## src/rtl/imem_word_reader.sv

```systemverilog
// Reads big-endian 32-bit words byte by byte from a synchronous byte memory and streams them out.
// Optional IMEM_READER_CHECKSUM_EN adds a running 32-bit sum of the handshaken words.
module imem_word_reader #(
    parameter int unsigned ADDR_W = 9,
    parameter int unsigned CNT_W  = 8
) (
    input  logic              clk,
    input  logic              reset,
    input  logic              start,
    input  logic [ADDR_W-1:0] base_addr,
    input  logic [CNT_W-1:0]  word_count,
    output logic              mem_rd,
    output logic [ADDR_W-1:0] mem_addr,
    input  logic [7:0]        mem_data,
    output logic [31:0]       word_out,
    output logic              word_valid,
    input  logic              word_ready,
    output logic              busy,
    output logic              done
`ifdef IMEM_READER_CHECKSUM_EN
    ,
    output logic [31:0]       checksum
`endif
);

    typedef enum logic [1:0] {StIdle, StRead, StWait, StOut} state_e;

    state_e            state_q, state_d;
    logic [ADDR_W-1:0] ptr_q, ptr_d;
    logic [CNT_W-1:0]  cnt_q, cnt_d;
    logic [1:0]        idx_q, idx_d;
    logic              mem_rd_q, mem_rd_d;
    logic [ADDR_W-1:0] mem_addr_q, mem_addr_d;
    logic              rd_dly_q, rd_dly_d;
    logic [31:0]       word_q, word_d;
    logic              done_q, done_d;
    logic [31:0]       sum_q, sum_d;

    always_ff @(posedge clk or negedge reset) begin
        if (!reset) begin
            state_q    <= StIdle;
            ptr_q      <= '0;
            cnt_q      <= '0;
            idx_q      <= '0;
            mem_rd_q   <= 1'b0;
            mem_addr_q <= '0;
            rd_dly_q   <= 1'b0;
            word_q     <= '0;
            done_q     <= 1'b0;
            sum_q      <= '0;
        end else begin
            state_q    <= state_d;
            ptr_q      <= ptr_d;
            cnt_q      <= cnt_d;
            idx_q      <= idx_d;
            mem_rd_q   <= mem_rd_d;
            mem_addr_q <= mem_addr_d;
            rd_dly_q   <= rd_dly_d;
            word_q     <= word_d;
            done_q     <= done_d;
            sum_q      <= sum_d;
        end
    end

    always_comb begin
        state_d    = state_q;
        ptr_d      = ptr_q;
        cnt_d      = cnt_q;
        idx_d      = idx_q;
        mem_rd_d   = 1'b0;
        mem_addr_d = mem_addr_q;
        done_d     = 1'b0;
        sum_d      = sum_q;
        // Memory data arrives one cycle after each read strobe.
        rd_dly_d   = mem_rd_q;
        word_d     = rd_dly_q ? {word_q[23:0], mem_data} : word_q;

        unique case (state_q)
            StIdle: begin
                if (start) begin
                    if (word_count != '0) begin
                        ptr_d      = base_addr;
                        cnt_d      = word_count;
                        idx_d      = '0;
                        mem_rd_d   = 1'b1;
                        mem_addr_d = base_addr;
                        sum_d      = '0;
                        state_d    = StRead;
                    end else begin
                        done_d = 1'b1;
                    end
                end
            end
            StRead: begin
                if (idx_q == 2'd3) begin
                    state_d = StWait;
                end else begin
                    mem_rd_d   = 1'b1;
                    mem_addr_d = mem_addr_q + ADDR_W'(1);
                    idx_d      = idx_q + 2'd1;
                end
            end
            StWait: begin
                state_d = StOut;
            end
            StOut: begin
                if (word_ready) begin
                    ptr_d = ptr_q + ADDR_W'(4);
                    cnt_d = cnt_q - CNT_W'(1);
                    sum_d = sum_q + word_q;
                    if (cnt_q == CNT_W'(1)) begin
                        done_d  = 1'b1;
                        state_d = StIdle;
                    end else begin
                        idx_d      = '0;
                        mem_rd_d   = 1'b1;
                        mem_addr_d = ptr_q + ADDR_W'(4);
                        state_d    = StRead;
                    end
                end
            end
            default: state_d = StIdle;
        endcase
    end

    assign mem_rd     = mem_rd_q;
    assign mem_addr   = mem_addr_q;
    assign word_out   = word_q;
    assign word_valid = (state_q == StOut);
    assign busy       = (state_q != StIdle);
    assign done       = done_q;

`ifdef IMEM_READER_CHECKSUM_EN
    assign checksum = sum_q;
`else
    logic unused_sum;
    assign unused_sum = ^sum_q;
`endif

endmodule

```

## config.mk

```make
export PLATFORM = sky130hd
export DESIGN_NAME = imem_word_reader
export DESIGN_NICKNAME = d
export VERILOG_FILES = /design/src/rtl/imem_word_reader.sv
export SDC_FILE = /design/constraint.sdc
export NUM_CORES = 1
export LEC_CHECK = 0
export CELL_PAD_IN_SITES_DETAIL_PLACEMENT = 1
export CELL_PAD_IN_SITES_GLOBAL_PLACEMENT = 2
export CORE_UTILIZATION = 30
export DETAILED_ROUTE_END_ITERATION = 10
export HOLD_SLACK_MARGIN = 0.15
export PLACE_DENSITY_LB_ADDON = 0.05
export SKIP_CTS_REPAIR_TIMING = 1
export SYNTH_ARGS = -nofsm -noshare
export SYNTH_HDL_FRONTEND = slang
export SYNTH_SLANG_ARGS = --single-unit
```

## constraint.sdc

```tcl
create_clock -name clk -period 2.8 [get_ports clk]
set_input_delay 0.56 -clock clk [delete_from_list [all_inputs] [get_ports clk]]
set_output_delay 0.56 -clock clk [all_outputs]
set_load 0.01 [all_outputs]
```

==> results.yml <==
synthesis:
  syn_area_um2: 3390
  syn_nets: 358
  yosys.area_share.adder: 0.0332
  synth_top_area_frac: 0.479
  muxShareOfSynthArea: 0.133
  synth-simple-area-share: 0.137
  synth_top_family_by_area: "compound AO/OA/AOI/OAI gates"
  synth_xor_area_frac: 0.0181
  ys_warn_count: 0
  synth.distinct_cells: 50
  ys_seq_elements: 65
  ys_seq_area_frac: 0.479
  synth_area_leaders: "dfrtp_1 (48%), mux2_2 (11%), ha_1 (3.3%)"
  synth_edf_count: 0
  ys_async_sr_fraction: 1.00
  syn_inst: 320
  synth-main-ff-cell: "dfrtp_1"
  synth_top_area_cell: "dfrtp_1"
  syn_avg_cell_area_um2: 10.6
  synth-compound-area-share: 0.163
final_layout:
  nets: 440
  final_cell_mix: "clkdlybuf4s50_1 (72), dfrtp_1 (65), mux2_2 (33)"
  diodes: 0
  utilization: 0.429
  postLayoutCellArea_um2: 4690
  final_cells: 547
  drive_gt1_frac: 0.182
  layout_commonest_cell: "clkdlybuf4s50_1"
  synthToLayoutAreaGrowth_pct: 38.2
worst_setup_path:
  crit-reg2reg-capture: "mem_addr[5]$_DFFE_PN0P_"
  r2r-start: "state_q[1]$_DFFE_PN0P_"
  worst_setup_path_start_kind: "flip-flop"
  path_cells: "inv_1 > ha_1 > inv_1 > clkdlybuf4s50_1"
  slowest_delay_ps: 590
  arrival_ps: 1890
  cp.required_ps: 2240
  r2r_slack_ps: 590
  endpoint_kind: "output port"
  cp_common_cell: "inv_1"
  cp_max_fo: 7
  cpMaxStageDelayCell: "clkdlybuf4s50_1"
  startpoint: "state_q[0]$_DFFE_PN0P_"
  worstSetupPathType: "flip-flop to output port"
  rr_worst_depth: 7
sta:
  fmax_mhz: 409
  min_period_ps: 2450
  slew_violations: 0
  setup_violations: 0
  maxSlewHeadroom: 0.577
  finalHoldViolCount: 0
  setup_tns_ps: 0
  fin_crit_sh: 0.874
  worst_pin_slew_ps: 634
  fin_ws_ps: 352
  hold_ws_ps: 245
  skew_ps: 9.25
  grt_setup_unrepaired: "no"
floorplanning:
  start_util: 0.310
  die_area_um2: 11700
  die_h_um: 108
  io_pins: 74
  die_w_um: 108
  num_rows: 38
  core-area_um2: 10900
pwr:
  internal_power_mw: 3.97
  pwr-share-comb: 0.491
  p_switching_mw: 2.37
  switching_share: 0.374
  p_clk_frac: 0.211
  powerDensity_nw_per_um2: 1350
  power_frac_seq: 0.298
  power_leakage_nw: 1.94
  total_power_mw: 6.34
  peakVddDrop_mv: 0.437
routing:
  dr_wl_met2_mm: 4.39
  drc_errors: 0
  via_per_inst: 5.19
  drt_first_pass_iters: 4
  via_count: 2839
  wl_met3_um: 394
  drt-wirelength-per-cell_um: 16.9
  drt-met1-wl_mm: 4.32
  drt-initial-drc-count: 84
  drtAntennaViolNets: 0
  topRoutingLayerUsed: "met4"
  postRouteWirelength_mm: 9.23
placed_design:
  hpwl_mm: 6.88
  place_area_um2: 4340
  post-place-ws_ps: 145
  port-buffer-count: 73
  gp_congestion: 0.780
  dp.cells: 531
worst_hold_path:
  hp-class: "primary input to asynchronous set/reset pin"
clock_network:
  cts_sinks: 65
  clock-root-buffer: "clkbuf_16"
  numCtsBuffers: 9
  h-tree-depth: 3
  path_clk_slew_ps: 60
  clockBufferDepth: 2
  worst_skew_pair.late_latency_ps: 330
  cts_tree: "built"
run_status:
  run_status: "finished clean"
global_routing:
  grt_pass1_vias: 2918
  antenna_found_initial: 0
  grt_pass1_wl_mm: 15.4
  globalRouteTotalUtil: 0.173
  grt_max_degree: 43
  overflow: 0
job:
  drv_cap: 0
cell usage after synthesis (all sizes together), types with 8 or more instances:
cell,number
mux2,33
dfrtp,65
clkbuf,8
ha,9
o22ai,10
nor2,21
inv,9
nand2,23
a21oi,15
mux2i,8
nand3,22
buf,10
o21ai,15
power by group through the flow:
stage | combinational, mW | sequential, mW | clock (mW)
after detailed placement | 3.17 | 1.91 | 0
after global placement | 3.12 | 1.90 | 0
after floorplan | 1.82 | 1.92 | 0
final | 3.11 | 1.89 | 1.34
after global routing | 3.46 | 1.97 | 1.42
after CTS | 3.17 | 1.89 | 1.37
critical path, delay by kind of cell (launching register included):
family / cells / cell delay, ps
buf+inv: 3 / 920
flops: 1 / 410
fa+ha+maj: 1 / 230
final cells by class:
type                    count  area (um^2)
clock buffers              10          239
clock inverters             6          115
fillers                  1219         6240
inverters                   9         33.8
multi-input cells         228         1640
flip-flops and latches     65         1630
well taps                 140          175
repair buffers             89          858
routing by layer:
layer / vias up / GRT usage
met5: - / 0
met1: 1413 / 0.219
met4: 0 / 0.0579
met3: 10 / 0.0380
met2: 65 / 0.292
li1: 1351 / -
registers in the layout (all words and copies together) (netlist names):
signal and cells:
cnt_q 8, mem_rd 1, rd_dly_q 1, ptr_q 9
done 1, word_out 32, mem_addr 9, state_q 2
idx_q 2
worst max-delay path by stage:
stage	to	cells after the start
after floorplan	state_q[1]$_DFFE_PN0P_	5
after global placement	state_q[1]$_DFFE_PN0P_	6
after detailed placement	state_q[1]$_DFFE_PN0P_	6
after CTS	busy	4
after global routing	busy	4
final	busy	4
cells by family (layout without fill, tap and decap cells):
logic type	Yosys count	count (layout)
AO/OA/AOI/OAI	78	78
adder cells (fa/ha/maj)	9	9
AND/OR/NAND/NOR	93	93
buffers and inverters	27	114
flip-flops	65	65
XOR/XNOR	7	7
multiplexers	41	41
Power figures use the tool's default switching activity.
